$ cat src/rtl/perceptron_btb_predictor.sv
// Perceptron direction predictor fused with a direct-mapped BTB; tables are swept clear by INIT.
// Define BP_STATS_EN to enable the saturating update/mispredict statistics counters.
module perceptron_btb_predictor #(
  parameter int ENTRIES  = 16,
  parameter int HIST_LEN = 8,
  parameter int WEIGHT_W = 8,
  parameter int THETA    = 29
) (
  input  logic                clk,
  input  logic                rst,
  input  logic                flush,
  input  logic                lookup_valid,
  input  logic [31:0]         lookup_pc,
  output logic                pred_valid,
  output logic                pred_hit,
  output logic                pred_taken,
  output logic [31:0]         pred_target,
  input  logic                upd_valid,
  input  logic [31:0]         upd_pc,
  input  logic                upd_taken,
  input  logic [31:0]         upd_target,
  output logic                upd_ready,
  output logic [HIST_LEN-1:0] ghr,
  output logic [31:0]         stat_updates,
  output logic [31:0]         stat_mispredicts
);

  localparam int IDX_W = $clog2(ENTRIES);
  localparam int TAG_W = 30 - IDX_W;
  localparam int SUM_W = WEIGHT_W + $clog2(HIST_LEN + 1) + 1;
  localparam int WTS_W = HIST_LEN * WEIGHT_W;

  localparam logic signed [WEIGHT_W-1:0] W_MAX   = {1'b0, {(WEIGHT_W-1){1'b1}}};
  localparam logic signed [WEIGHT_W-1:0] W_MIN   = -W_MAX;
  localparam logic signed [WEIGHT_W-1:0] W_ONE   = 1;
  localparam logic signed [SUM_W-1:0]    THETA_S = SUM_W'(THETA);

  typedef enum logic {INIT, RUN} state_t;

  state_t             state_q, state_d;
  logic [IDX_W-1:0]   init_cnt_q, init_cnt_d;
  logic [HIST_LEN-1:0] ghr_q, ghr_d;
  logic               pred_valid_q, pred_valid_d;
  logic               pred_hit_q, pred_hit_d;
  logic               pred_taken_q, pred_taken_d;
  logic [31:0]        pred_target_q, pred_target_d;

  logic                       valid_q  [ENTRIES];
  logic [TAG_W-1:0]           tag_q    [ENTRIES];
  logic [31:0]                target_q [ENTRIES];
  logic signed [WEIGHT_W-1:0] w0_q     [ENTRIES];
  logic [WTS_W-1:0]           wts_q    [ENTRIES];

  logic                       wr_en;
  logic [IDX_W-1:0]           wr_idx;
  logic                       wr_valid;
  logic [TAG_W-1:0]           wr_tag;
  logic [31:0]                wr_target;
  logic signed [WEIGHT_W-1:0] wr_w0;
  logic [WTS_W-1:0]           wr_wts;

  function automatic logic signed [SUM_W-1:0] sext(input logic signed [WEIGHT_W-1:0] w);
    return {{(SUM_W-WEIGHT_W){w[WEIGHT_W-1]}}, w};
  endfunction

  function automatic logic signed [SUM_W-1:0] calc_y(
    input logic signed [WEIGHT_W-1:0] bias,
    input logic [WTS_W-1:0]           wts,
    input logic [HIST_LEN-1:0]        hist
  );
    logic signed [SUM_W-1:0] acc;
    acc = sext(bias);
    for (int i = 0; i < HIST_LEN; i++) begin
      if (hist[i]) acc = acc + sext(wts[i*WEIGHT_W +: WEIGHT_W]);
      else         acc = acc - sext(wts[i*WEIGHT_W +: WEIGHT_W]);
    end
    return acc;
  endfunction

  function automatic logic signed [WEIGHT_W-1:0] sat_step(
    input logic signed [WEIGHT_W-1:0] w,
    input logic                       up
  );
    if (up) return (w == W_MAX) ? w : w + W_ONE;
    return (w == W_MIN) ? w : w - W_ONE;
  endfunction

  logic [IDX_W-1:0]        lk_idx, up_idx;
  logic [TAG_W-1:0]        lk_tag, up_tag;
  logic                    lk_hit, lk_taken, up_hit, up_dir, train, accept;
  logic signed [SUM_W-1:0] lk_y, up_y;
  logic                    unused_pc_bits;

  assign lk_idx   = lookup_pc[IDX_W+1:2];
  assign lk_tag   = lookup_pc[31:IDX_W+2];
  assign lk_hit   = valid_q[lk_idx] && (tag_q[lk_idx] == lk_tag);
  assign lk_y     = calc_y(w0_q[lk_idx], wts_q[lk_idx], ghr_q);
  assign lk_taken = lk_hit && !lk_y[SUM_W-1];

  assign up_idx = upd_pc[IDX_W+1:2];
  assign up_tag = upd_pc[31:IDX_W+2];
  assign up_hit = valid_q[up_idx] && (tag_q[up_idx] == up_tag);
  assign up_y   = calc_y(w0_q[up_idx], wts_q[up_idx], ghr_q);
  assign up_dir = !up_y[SUM_W-1];
  assign train  = (up_dir != upd_taken) || ((up_y <= THETA_S) && (up_y >= -THETA_S));
  assign accept = upd_valid && (state_q == RUN) && !flush;

  assign unused_pc_bits = ^{lookup_pc[1:0], upd_pc[1:0]};

  // The INIT sweep owns the write port; otherwise an accepted update writes its row.
  always_comb begin
    wr_en     = 1'b0;
    wr_idx    = init_cnt_q;
    wr_valid  = 1'b0;
    wr_tag    = '0;
    wr_target = '0;
    wr_w0     = '0;
    wr_wts    = '0;
    if (state_q == INIT) begin
      wr_en = 1'b1;
    end else if (accept && (up_hit || upd_taken)) begin
      wr_en     = 1'b1;
      wr_idx    = up_idx;
      wr_valid  = valid_q[up_idx] | upd_taken;
      wr_tag    = upd_taken ? up_tag : tag_q[up_idx];
      wr_target = upd_taken ? upd_target : target_q[up_idx];
      wr_w0     = w0_q[up_idx];
      wr_wts    = wts_q[up_idx];
      if (train) begin
        wr_w0 = sat_step(w0_q[up_idx], upd_taken);
        for (int i = 0; i < HIST_LEN; i++) begin
          wr_wts[i*WEIGHT_W +: WEIGHT_W] =
            sat_step(wts_q[up_idx][i*WEIGHT_W +: WEIGHT_W], upd_taken == ghr_q[i]);
        end
      end
    end
  end

  always_ff @(posedge clk) begin
    if (wr_en) begin
      valid_q[wr_idx]  <= wr_valid;
      tag_q[wr_idx]    <= wr_tag;
      target_q[wr_idx] <= wr_target;
      w0_q[wr_idx]     <= wr_w0;
      wts_q[wr_idx]    <= wr_wts;
    end
  end

  always_comb begin
    state_d       = state_q;
    init_cnt_d    = init_cnt_q;
    ghr_d         = ghr_q;
    pred_valid_d  = lookup_valid && (state_q == RUN) && !flush;
    pred_hit_d    = pred_hit_q;
    pred_taken_d  = pred_taken_q;
    pred_target_d = pred_target_q;
    if (state_q == INIT) begin
      init_cnt_d = init_cnt_q + 1'b1;
      if (init_cnt_q == IDX_W'(ENTRIES - 1)) state_d = RUN;
    end
    if (accept) ghr_d = (ghr_q << 1) | HIST_LEN'(upd_taken);
    if (pred_valid_d) begin
      pred_hit_d    = lk_hit;
      pred_taken_d  = lk_taken;
      pred_target_d = lk_taken ? target_q[lk_idx] : lookup_pc + 32'd4;
    end
    if (flush) begin
      state_d    = INIT;
      init_cnt_d = '0;
      ghr_d      = '0;
    end
  end

  always_ff @(posedge clk or negedge rst) begin
    if (!rst) begin
      state_q       <= INIT;
      init_cnt_q    <= '0;
      ghr_q         <= '0;
      pred_valid_q  <= 1'b0;
      pred_hit_q    <= 1'b0;
      pred_taken_q  <= 1'b0;
      pred_target_q <= '0;
    end else begin
      state_q       <= state_d;
      init_cnt_q    <= init_cnt_d;
      ghr_q         <= ghr_d;
      pred_valid_q  <= pred_valid_d;
      pred_hit_q    <= pred_hit_d;
      pred_taken_q  <= pred_taken_d;
      pred_target_q <= pred_target_d;
    end
  end

  assign upd_ready   = (state_q == RUN);
  assign pred_valid  = pred_valid_q;
  assign pred_hit    = pred_hit_q;
  assign pred_taken  = pred_taken_q;
  assign pred_target = pred_target_q;
  assign ghr         = ghr_q;

`ifdef BP_STATS_EN
  logic [31:0] stat_updates_q, stat_updates_d;
  logic [31:0] stat_mispredicts_q, stat_mispredicts_d;
  logic        mispredict;

  // Target mismatch only matters for taken branches; the direction check covers the rest.
  assign mispredict = ((up_hit && up_dir) != upd_taken) ||
                      (upd_taken && (target_q[up_idx] != upd_target));

  always_comb begin
    stat_updates_d     = stat_updates_q;
    stat_mispredicts_d = stat_mispredicts_q;
    if (accept && (stat_updates_q != '1)) stat_updates_d = stat_updates_q + 32'd1;
    if (accept && mispredict && (stat_mispredicts_q != '1))
      stat_mispredicts_d = stat_mispredicts_q + 32'd1;
  end

  always_ff @(posedge clk or negedge rst) begin
    if (!rst) begin
      stat_updates_q     <= '0;
      stat_mispredicts_q <= '0;
    end else begin
      stat_updates_q     <= stat_updates_d;
      stat_mispredicts_q <= stat_mispredicts_d;
    end
  end

  assign stat_updates     = stat_updates_q;
  assign stat_mispredicts = stat_mispredicts_q;
`else
  assign stat_updates     = '0;
  assign stat_mispredicts = '0;
`endif

endmodule
$ cat config.mk
export PLATFORM = sky130hd
export DESIGN_NAME = perceptron_btb_predictor
export DESIGN_NICKNAME = d
export VERILOG_FILES = /design/src/rtl/perceptron_btb_predictor.sv
export SDC_FILE = /design/constraint.sdc
export NUM_CORES = 2
export LEC_CHECK = 0
export CAP_MARGIN = 20
export CORE_ASPECT_RATIO = 0.9
export CORE_MARGIN = 5
export CORE_UTILIZATION = 40
export DETAILED_ROUTE_END_ITERATION = 10
export GPL_TIMING_DRIVEN = 1
export PLACE_DENSITY = 0.55
export SYNTH_ARGS = -nofsm -noshare
export SYNTH_HDL_FRONTEND = slang
export SYNTH_SLANG_ARGS = --single-unit
$ cat constraint.sdc
create_clock -name clk -period 22.9 [get_ports clk]
set_input_delay 2.29 -clock clk [delete_from_list [all_inputs] [get_ports clk]]
set_output_delay 2.29 -clock clk [all_outputs]
set_load 0.01 [all_outputs]
==> metrics.md <==
| Metric | Value |
|---|---|
| CP Launch Type | `input port` |
| Area contributors post-synth | `edfxtp_1, mux4_2, ha_1, xnor2_1, a21oi_1` |
| Post-Route WL | `341000 um` |
| Primary FF master, synth | `edfxtp_1` |
| CTS tree | `done` |
| Fin Setup TNS | `0 ns` |
| Clock Latency Late Sink | `0.92 ns` |
| Most common cell in the netlist | `edfxtp_1` |
| Via count | `66000` |
| Initial Util | `40.1%` |
| Routed len/inst | `32.1 um` |
| Post-synth ARST share | `2.24%` |
| Total gr overflow | `0` |
| Layout cell share with drive strength beyond 1 | `27.8%` |
| Syn Inst Count | `6546` |
| Number of buffers added for setup after CTS | `0` |
| Nets@finish | `7054` |
| Synth Area in Simple Gates | `4.11%` |
| GP Congestion | `0.861` |
| Die height | `514 um` |
| Post-synthesis sequential area ratio | `56.8%` |
| Tightest Pin Transition | `1.19 ns` |
| # resized after CTS | `0` |
| Area occupied by multi-input gates | `0.0461 mm2` |
| Rel. slew slack | `20.9%` |
| Number of synthesized flops with an enable pin | `2096` |
| Adder and majority cell fraction of the synthesized area | `2.73%` |
| Global-route wire length before repair | `488000 um` |
| Crit path max fanout | `106` |
| Slowest cell delay on critical path | `0.96 ns` |
| Pin count of the biggest net entering global routing | `142` |
| Die Footprint | `0.293 mm2` |
| CTS buffer count | `226` |
| Crit path top cell by count | `ha_1` |
| Core Region | `0.282 mm2` |
| RSZ-0062 raised after global routing | `false` |
| WL met3 | `23200 um` |
| Min-Delay Path Class | `reg -> reg` |
| Post-synthesis mux area share | `26.0%` |
| Fin util | `44.7%` |
| Detailed-route DRC error count | `0` |
| Synth warn | `0` |
| Flops & latches, synth | `2144` |
| Number of iterations in the first detailed-routing pass | `6` |
| Synth Area in Compound Gates | `4.65%` |
| Met2 WL | `169000 um` |
| Synth Cell Area | `0.113 mm2` |
| Synth top area share | `55.7%` |
| Outcome | `complete, no violations` |
| Max-Cap Viols | `0` |
| Critical-path cell with the highest stage delay | `a311oi_2` |
| Via density | `6.21` |
| Hold_buf cts | `0` |
| Cell row count | `185` |
| GRT Util Overall | `22.9%` |
| Kind of critical path | `in -> reg` |
| Highest metal used | `met5` |
| Max-slew violations | `0` |
| Die X | `570 um` |
| Root Buffer Master | `clkbuf_16` |
| Detailed-placement wirelength estimate | `195000 um` |
| Max Clock Skew | `0.113 ns` |
| Syn-to-layout area delta | `11.5%` |
| Initial drt markers | `7452` |
| IO Pins | `210` |
| Max clock buf depth | `4` |
| Critical path required time | `23.42 ns` |
| Sequential cell area | `0.0641 mm2` |
| Post-DRT Antenna Nets | `0` |
| Worst Setup End Kind | `register` |
| Clock Sinks | `2144` |
| Fmax | `63.0 MHz` |
| XOR/XNOR Fraction of Synth Area | `3.02%` |
| M1 WL | `141000 um` |
| Port Buffers | `143` |
| Final worst-path cycle share | `69.3%` |
| Initial antenna violation count | `14` |
| Crit path time final | `15.86 ns` |
| H-Tree Depth | `4` |
| Synth Area per Inst | `17.3 um2` |
| Largest family of logic cells by synthesized area | `multiplexers` |
| Vias in the first global route | `67200` |
| Worst-path clk slew | `0.06 ns` |
| Worst EP arrival | `16.38 ns` |
| Synth cell types | `90` |
| Final setup viols | `0` |
| Post-synth top area cell | `edfxtp_1` |
| Filler Cells Inserted | `24100` |
| Commonest cells in the synthesized netlist | `edfxtp_1, mux4_2, a21oi_1, nand2_1, nor2_1` |
| Final Hold Viols | `0` |
[worst max-delay path: cells and delay by family]
kind / cells / cell delay [ns]
AO/OA/AOI/OAI: 12 / 3.49
AND/OR/NAND/NOR: 5 / 1.34
XOR/XNOR: 8 / 2.32
adder cells (fa/ha/maj): 8 / 2.42
multiplexers: 3 / 1.67
buffers and inverters: 6 / 2.44
[state kept, by name, indices dropped and copies added (netlist names)]
name         cells
ghr              8
init_cnt_q       4
pred_hit         1
pred_taken       1
pred_target     32
pred_valid       1
tag_q          416
target_q       512
upd_ready        1
valid_q         16
w0_q           128
wts_q         1024
[cells by family (layout without fill, tap and decap cells)]
logic type,count (synthesis),count (layout)
multiplexers,1347,1347
AND/OR/NAND/NOR,1003,1003
XOR/XNOR,377,377
buffers and inverters,609,885
adder cells (fa/ha/maj),237,237
flip-flops,2144,2144
AO/OA/AOI/OAI,828,828
other,1,68
[final cells by class]
class                   count  share of cell area [%]
multi-input cells        3856                    36.6
flip-flops and latches   2144                    50.9
clock inverters           104                   0.803
diodes                      4                 0.00795
inverters                 132                   0.402
well taps                3740                    3.72
repair buffers            355                    2.66
clock buffers             294                    4.82
[per-layer routing]
layer,global-route usage (%),vias up
li1,-,27300
met4,5.30,12
met1,31.8,35400
met3,3.16,466
met5,0,-
met2,38.6,2768
[stage by stage]
stage               hold WS, ns  worst slack (ns)  instance area [um2]  std cells
CTS                       0.492              7.08               125000      10600
global placement          0.478              6.19               118000      10200
floorplan                 0.516              8.30               113000       6609
detailed placement        0.483              6.20               118000      10200
global route              0.515              6.45               126000      10600
finish                    0.489              7.04               126000      10600
[final timing paths]
| check | cells past startpoint | start | slack (ns) | endpoint |
|---|---|---|---|---|
| worst min register to register | 2 | pred_target[18] | 0.49 | pred_target[18] |
| max in group asynchronous | 1 | rst | 20.70 | pred_target[14] |
| worst max-delay path | 42 | upd_pc[2] | 7.04 | wts_q[1][20] |
| min in group asynchronous | 1 | rst | 1.54 | ghr[0] |
| worst max register to register | 43 | wts_q[7][1] | 9.48 | wts_q[1][20] |
| worst min-delay path | 2 | pred_target[18] | 0.49 | pred_target[18] |
[cell usage in the layout (no fill, tap or decap), drive strengths merged, types with 29 or more instances in the layout]
cell,netlist,routed
a21o,52,52
a21oi,336,336
a22oi,40,40
a31oi,30,30
buf,305,220
clkbuf,172,296
clkdlybuf4s50,0,133
clkinv,1,76
conb,1,64
dfrtp,48,48
edfxtp,2096,2096
ha,222,222
inv,131,136
mux2,51,51
mux2i,35,35
mux4,1261,1261
nand2,332,332
nand2b,39,39
nand3,60,60
nor2,277,277
nor2b,38,38
nor3,98,98
o21ai,127,127
o21bai,53,53
o31ai,34,34
or3,29,29
xnor2,236,236
xor2,135,135
Power is not shown: default switching activity piles up to over one toggle a cycle in this logic, so the estimate is an artifact.
